<file path="src/rtl/cam_pkg.sv">
// Shared definitions for the camera pattern generator: test-pattern modes,
// frame-sequencer states and the RGB565 colour-bar palette.
package cam_pkg;

  typedef enum logic [1:0] {
    MODE_CONST = 2'b00,
    MODE_BARS  = 2'b01,
    MODE_RAMP  = 2'b10,
    MODE_XOR   = 2'b11
  } mode_e;

  typedef enum logic [2:0] {
    ST_IDLE,
    ST_VSYNC,
    ST_VBACK,
    ST_ACTIVE,
    ST_VFRONT
  } state_e;

  localparam logic [7:0] CONST_BYTE = 8'hA5;

  // Bars run left to right from white down to black.
  function automatic logic [15:0] bar_color(input logic [2:0] idx);
    logic [15:0] c;
    case (idx)
      3'd0:    c = 16'hFFFF;
      3'd1:    c = 16'hFFE0;
      3'd2:    c = 16'h07FF;
      3'd3:    c = 16'h07E0;
      3'd4:    c = 16'hF81F;
      3'd5:    c = 16'hF800;
      3'd6:    c = 16'h001F;
      default: c = 16'h0000;
    endcase
    return c;
  endfunction

endpackage

</file>
<file path="src/rtl/cam_pclk_div.sv">
// Free-running byte-slot divider: produces the slot tick and a registered
// pixel clock that is low for the first half of every slot.
module cam_pclk_div #(
  parameter int PCLK_DIV = 2
) (
  input  logic clk_i,
  input  logic rst_i,
  output logic tick_o,
  output logic pclk_o
);

  localparam int DW = $clog2(PCLK_DIV);

  logic [DW-1:0] div_q, div_d;
  logic          pclk_q;

  assign tick_o = (div_q == DW'(PCLK_DIV - 1));
  assign pclk_o = pclk_q;

  always_comb begin
    div_d = tick_o ? '0 : div_q + DW'(1);
  end

  // The clock register follows the counter it is derived from, so it always equals div >= half.
  always_ff @(posedge clk_i) begin
    if (rst_i) begin
      div_q  <= '0;
      pclk_q <= 1'b0;
    end else begin
      div_q  <= div_d;
      pclk_q <= (div_d >= DW'(PCLK_DIV / 2));
    end
  end

endmodule

</file>
<file path="src/rtl/cam_pattern_gen.sv">
// OV7670-style parallel camera emulator: frame sequencer, line/slot counters
// and a four-mode test-pattern generator on top of the byte-slot divider.
module cam_pattern_gen
  import cam_pkg::*;
#(
  parameter int H_ACTIVE = 640,
  parameter int V_ACTIVE = 480,
  parameter int BPP      = 2,
  parameter int H_BLANK  = 144,
  parameter int V_SYNC   = 3,
  parameter int V_BACK   = 12,
  parameter int V_FRONT  = 10,
  parameter int PCLK_DIV = 2
) (
  input  logic        CLK,
  input  logic        RST,
  input  logic        EN,
  input  logic [1:0]  MODE,
  output logic        CamPclk,
  output logic        CamVsync,
  output logic        CamHsync,
  output logic [7:0]  CamData,
  output logic        FrameDone,
  output logic [15:0] FrameCnt
);

  localparam int H_BYTES = H_ACTIVE * BPP;
  localparam int H_TOT   = H_BYTES + H_BLANK;

  logic        tick;
  state_e      state_q, state_d;
  mode_e       mode_q, mode_d;
  logic [15:0] h_q, h_d, v_q, v_d;
  logic [15:0] frame_cnt_q, frame_cnt_d;
  logic        done_q, done_d;
  logic        vsync_q, vsync_d, hsync_q, hsync_d;
  logic [7:0]  data_q, data_d;
  logic [15:0] state_lines;
  logic        line_end, last_line;
  logic [15:0] pix_x;
  logic [2:0]  bar_idx;
  logic [15:0] bar_rgb;
  logic        lo_byte;

  cam_pclk_div #(.PCLK_DIV(PCLK_DIV)) u_div (
    .clk_i  (CLK),
    .rst_i  (RST),
    .tick_o (tick),
    .pclk_o (CamPclk)
  );

  assign CamVsync  = vsync_q;
  assign CamHsync  = hsync_q;
  assign CamData   = data_q;
  assign FrameDone = done_q;
  assign FrameCnt  = frame_cnt_q;

  always_comb begin
    case (state_q)
      ST_VSYNC:  state_lines = 16'(V_SYNC);
      ST_VBACK:  state_lines = 16'(V_BACK);
      ST_ACTIVE: state_lines = 16'(V_ACTIVE);
      ST_VFRONT: state_lines = 16'(V_FRONT);
      default:   state_lines = 16'd1;
    endcase
  end

  assign line_end  = (h_q == 16'(H_TOT - 1));
  assign last_line = (v_q == state_lines - 16'd1);

  // Everything advances only on slot ticks; a frame always runs to its end before EN is looked at again.
  always_comb begin
    state_d     = state_q;
    mode_d      = mode_q;
    h_d         = h_q;
    v_d         = v_q;
    frame_cnt_d = frame_cnt_q;
    done_d      = 1'b0;
    if (tick) begin
      if (state_q == ST_IDLE) begin
        if (EN) begin
          state_d = ST_VSYNC;
          mode_d  = mode_e'(MODE);
          h_d     = '0;
          v_d     = '0;
        end
      end else if (!line_end) begin
        h_d = h_q + 16'd1;
      end else begin
        h_d = '0;
        if (!last_line) begin
          v_d = v_q + 16'd1;
        end else begin
          v_d = '0;
          case (state_q)
            ST_VSYNC:  state_d = ST_VBACK;
            ST_VBACK:  state_d = ST_ACTIVE;
            ST_ACTIVE: state_d = ST_VFRONT;
            default: begin
              done_d      = 1'b1;
              frame_cnt_d = frame_cnt_q + 16'd1;
              if (EN) begin
                state_d = ST_VSYNC;
                mode_d  = mode_e'(MODE);
              end else begin
                state_d = ST_IDLE;
              end
            end
          endcase
        end
      end
    end
  end

  // Bus values are derived from the slot being entered, so they change with the falling CamPclk.
  always_comb begin
    pix_x   = h_d / 16'(BPP);
    bar_idx = 3'((32'(pix_x) * 32'd8) / 32'(H_ACTIVE));
    bar_rgb = bar_color(bar_idx);
    lo_byte = (BPP == 2) && h_d[0];
    vsync_d = (state_d == ST_VSYNC);
    hsync_d = (state_d == ST_ACTIVE) && (h_d < 16'(H_BYTES));
    data_d  = 8'h00;
    if (hsync_d) begin
      case (mode_d)
        MODE_CONST: data_d = CONST_BYTE;
        MODE_BARS:  data_d = lo_byte ? bar_rgb[7:0] : bar_rgb[15:8];
        MODE_RAMP:  data_d = h_d[7:0];
        default:    data_d = frame_cnt_q[7:0] ^ v_d[7:0];
      endcase
    end
  end

  always_ff @(posedge CLK) begin
    if (RST) begin
      state_q     <= ST_IDLE;
      mode_q      <= MODE_CONST;
      h_q         <= '0;
      v_q         <= '0;
      frame_cnt_q <= '0;
      done_q      <= 1'b0;
      vsync_q     <= 1'b0;
      hsync_q     <= 1'b0;
      data_q      <= 8'h00;
    end else begin
      state_q     <= state_d;
      mode_q      <= mode_d;
      h_q         <= h_d;
      v_q         <= v_d;
      frame_cnt_q <= frame_cnt_d;
      done_q      <= done_d;
      vsync_q     <= vsync_d;
      hsync_q     <= hsync_d;
      data_q      <= data_d;
    end
  end

endmodule
</file>
<file path="config.mk">
export PLATFORM = sky130hd
export DESIGN_NAME = cam_pattern_gen
export DESIGN_NICKNAME = d
export VERILOG_FILES = /design/src/rtl/cam_pkg.sv /design/src/rtl/cam_pclk_div.sv /design/src/rtl/cam_pattern_gen.sv
export SDC_FILE = /design/constraint.sdc
export NUM_CORES = 1
export LEC_CHECK = 0
export ABC_AREA = 1
export BUFFER_PORTS_ARGS = -buffer_cell sky130_fd_sc_hd__buf_2
export CORE_MARGIN = 2
export CORE_UTILIZATION = 48
export DETAILED_ROUTE_END_ITERATION = 12
export PLACE_DENSITY = 0.68
export SLEW_MARGIN = 10
export SYNTH_ARGS = -nofsm -noshare
export SYNTH_HDL_FRONTEND = slang
export SYNTH_SLANG_ARGS = --single-unit
</file>
<file path="constraint.sdc">
create_clock -name CLK -period 3.7 [get_ports CLK]
set_input_delay 0.37 -clock CLK [delete_from_list [all_inputs] [get_ports CLK]]
set_output_delay 0.37 -clock CLK [all_outputs]
set_load 0.005 [all_outputs]
</file>
==> flow_summary_export.csv <==
group,metric,value,unit
place,portBuffers,32,
worst_setup_path,worstSetupPathType,"reg -> reg",
die,io_pins,33,
synth,synth_cell_types,49,
clock_network,htreeDepth,3,
worst_setup_path,cp-start-kind,"register",
global_route,grt_max_degree,27,
finish,antenna_cells,0,
worst_setup_path,worst_ep_required_time,3990,ps
finish,fillers,783,
worst_setup_path,max_stage_delay,370,ps
hold_path,min_to,"FrameDone",
power_and_ir_drop,p_total,1.43,mW
sta,clock_skew,12.0,ps
sta,slew_violations,0,
die,die-area,10000,um^2
sta,fmax,0.237,GHz
synth,async_flop_share,0,%
die,die_w,100,um
place,dpl-instance-area,5140,um^2
detailed_routing,wl_per_cell,14.1,um
global_route,antenna_found_initial,0,
clock_network,cts.clk_slew.worst_paths,80,ps
synth,synth-warning-count,0,
power_and_ir_drop,p_leak,2.73,nW
finish,nets,829,
synth,synth_xor_area_share,3.35,%
synth,synth_top_family_by_area,"simple AND/OR/NAND/NOR gates",
detailed_routing,viasPerCell,5.45,
hold_path,hold_depth,2,
synth,synth_fp_nets,725,
flow_run,cap_violations,0,
worst_setup_path,worstReg2RegStart,"h_q[1]",
clock_network,cts_root_buf,"clkbuf_8",
sta,min_period_over_period,114,%
place,dp_hpwl,9.11,mm
sta,fin_ws,-527,ps
synth,synth-simple-area-share,39.4,%
worst_setup_path,ff2ff_path_depth,44,
finish,area_growth,35.0,%
die,initial_core_util,48.8,%
synth,synth-adder-area-share,1.13,%
place,place_ws,-530,ps
worst_setup_path,crit_slowest_cell,"dfxtp_2",
synth,synth-compound-area-share,15.4,%
detailed_routing,routed_wl,13.2,mm
clock_network,clk_latency,360,ps
worst_setup_path,crit_fanout,6,
synth,synth_edf_count,0,
sta,hold_viol_final,0,
power_and_ir_drop,irDropWorstVdd,0.000210,V
run_status,status,"complete, but fails checks",
global_route,overflow,0,
clock_network,cts.sinks,65,
sta,finalSetupViolCount,8,
synth,ys_ff_latch,65,
worst_setup_path,startpoint,"h_q[1]",
finish,post-route-cell-area,6000,um^2
worst_setup_path,crit_path_frequent_cell,"nand2_2",
synth,ys.flop_type,"dfxtp_1",
detailed_routing,drc,0,
global_route,grt_usage,26.0,%
synth,syn_inst,716,
global_route,grt_pass1_wl,21.2,mm
synth,synth.avg_cell_area,6.20,um^2
synth,syn_area,4440,um^2
die,rows,35,
hold_path,hold_path.class,"in -> reg",
die,die_y,100,um
sta,period_minus_slack,4230,ps
worst_setup_path,worstSetupEndpointType,"register",
finish,drive_gt1_share,35.3,%
hold_path,min-delay-start,"RST",
sta,worst_slew_pin_slew,819,ps
synth,synthMuxAreaShare,0,%
detailed_routing,first_iter_violations,305,
detailed_routing,drt_first_pass_iters,5,
global_route,grt_pass1_vias,4655,
worst_setup_path,critical_path_arrival,4510,ps
sta,relSlewSlack,44.8,%
worst_setup_path,reg2reg_to,"CamData[3]",
detailed_routing,drtAntennaViolNets,0,
power_and_ir_drop,powerDensity,239,nW/um^2
worst_setup_path,r2r_slack,-530,ps
clock_network,cts_inserted_buffers,9,
clock_network,clk_path_buf_depth,2,
sta,hold_ws,405,ps
run_status,violations,"setup timing",
synth,synth_seq_area_share,29.3,%
die,fp.coreArea,9110,um^2
detailed_routing,vias,5102,
sta,rsz0062_at_grt,"yes",
place,gp_congestion,0.986,
clock_network,cts_tree,"built",
==> per-stage QoR <==
step                      setup TNS [ps]  std cells  utilization [%]
after floorplan                        0        716                -
after global placement             -1780        907             56.4
after detailed placement           -3830        907             56.4
after CTS                          -2260        927             60.4
after global routing               -6740        936             65.8
final                              -4020        936             65.8
==> worst max-delay path by stage <==
stage,end,cells after the start
finish,CamData[3],44
global route,CamData[3],45
CTS,CamData[0],42
detailed placement,CamData[0],37
global placement,CamData[2],38
floorplan,CamData[0],38
==> layer usage <==
metal  track usage [%]  share of wire, %  up-vias
met5                 0                 0        -
met4              9.38               2.8        0
met3              4.18               4.5       31
met2              41.9                47      144
met1              35.4                46     2383
li1                  -                 -     2544
==> worst max-delay path, delay by kind of cell (launching register included) <==
kind            cells  cell delay, ps
simple gates       33            2740
flops               1             370
compound gates      4             410
buf+inv             7             620
==> logic make-up after synthesis <==
logic type / Yosys count
adder cells (fa/ha/maj): 4
AO/OA/AOI/OAI: 114
XOR/XNOR: 17
AND/OR/NAND/NOR: 384
buffers and inverters: 132
flip-flops: 65
==> state kept, by name (all words and copies together) (netlist names) <==
register / cells
FrameCnt: 16
h_q: 16
mode_q: 2
FrameDone: 1
CamHsync: 1
CamVsync: 1
state_q: 3
v_q: 16
u_div.pclk_o: 1
CamData: 8
==> cell usage after synthesis, drive strengths merged, types with 2 or more instances <==
master  count  area [um^2]
o21bai      2         15.0
a31oi       2         12.5
nor4        5         31.3
nand4      20          125
nor2      106          418
nand2     169          704
o21a        4         31.3
and3        2         12.5
o22ai       5         31.3
buf         4         25.0
inv       118          443
dfxtp      65         1300
nand3      65          365
clkinv      2         7.51
o211ai      4         30.0
clkbuf      8         30.0
xnor2       3         26.3
nor3       12         60.1
a21oi      33          180
xor2       14          123
a22oi       4         30.0
o31ai       2         15.0
a32oi       5         43.8
or2         2         12.5
o21ai      47          239
ha          4         50.1
==> power by group <==
group / switching [mW] / internal [mW]
Combinational: 0.0651 / 0.0345
Sequential: 0.00280 / 0.701
Clock: 0.320 / 0.311
==> placed cells by master, fill, tap and decap left out, types with 3 or more instances in the layout <==
| master | n |
|---|---|
| o21ai_2 | 3 |
| nand2_4 | 22 |
| inv_2 | 21 |
| xor2_1 | 13 |
| a21oi_2 | 10 |
| clkinv_2 | 4 |
| inv_4 | 3 |
| nand2_2 | 38 |
| nor2_2 | 9 |
| nor3_1 | 9 |
| nor2_1 | 88 |
| o21a_1 | 3 |
| nand3_4 | 5 |
| o211ai_1 | 4 |
| nor4_1 | 4 |
| nand2_1 | 109 |
| buf_6 | 5 |
| o21ai_0 | 42 |
| a22oi_1 | 4 |
| dfxtp_1 | 51 |
| dfxtp_2 | 12 |
| buf_2 | 32 |
| nand4_1 | 20 |
| nand3_1 | 37 |
| o22ai_1 | 5 |
| nor2_4 | 9 |
| a32oi_1 | 5 |
| a21oi_1 | 22 |
| clkbuf_8 | 9 |
| inv_1 | 95 |
| buf_4 | 67 |
| nand3_2 | 23 |
==> area by class of cell <==
| class | count | area (um^2) | area share, % |
|---|---|---|---|
| clock buffers | 9 | 124 | 2.07 |
| clock inverters | 7 | 70.1 | 1.17 |
| repair buffers | 105 | 739 | 12.3 |
| well taps | 111 | 139 | 2.32 |
| flip-flops and latches | 65 | 1320 | 22.1 |
| multi-input cells | 519 | 3140 | 52.4 |
| inverters | 120 | 459 | 7.66 |
==> what timing repair did <==
action / 4_1_cts / 5_1_grt
hold buffers: 0 / 0
endpoints found under the setup margin: 9 / 14
setup buffers: 4 / 9
gates cloned: 0 / 0
pin swaps: 17 / 52
resized for setup: 51 / 104
No activity file was read; power rests on OpenSTA's default activity.
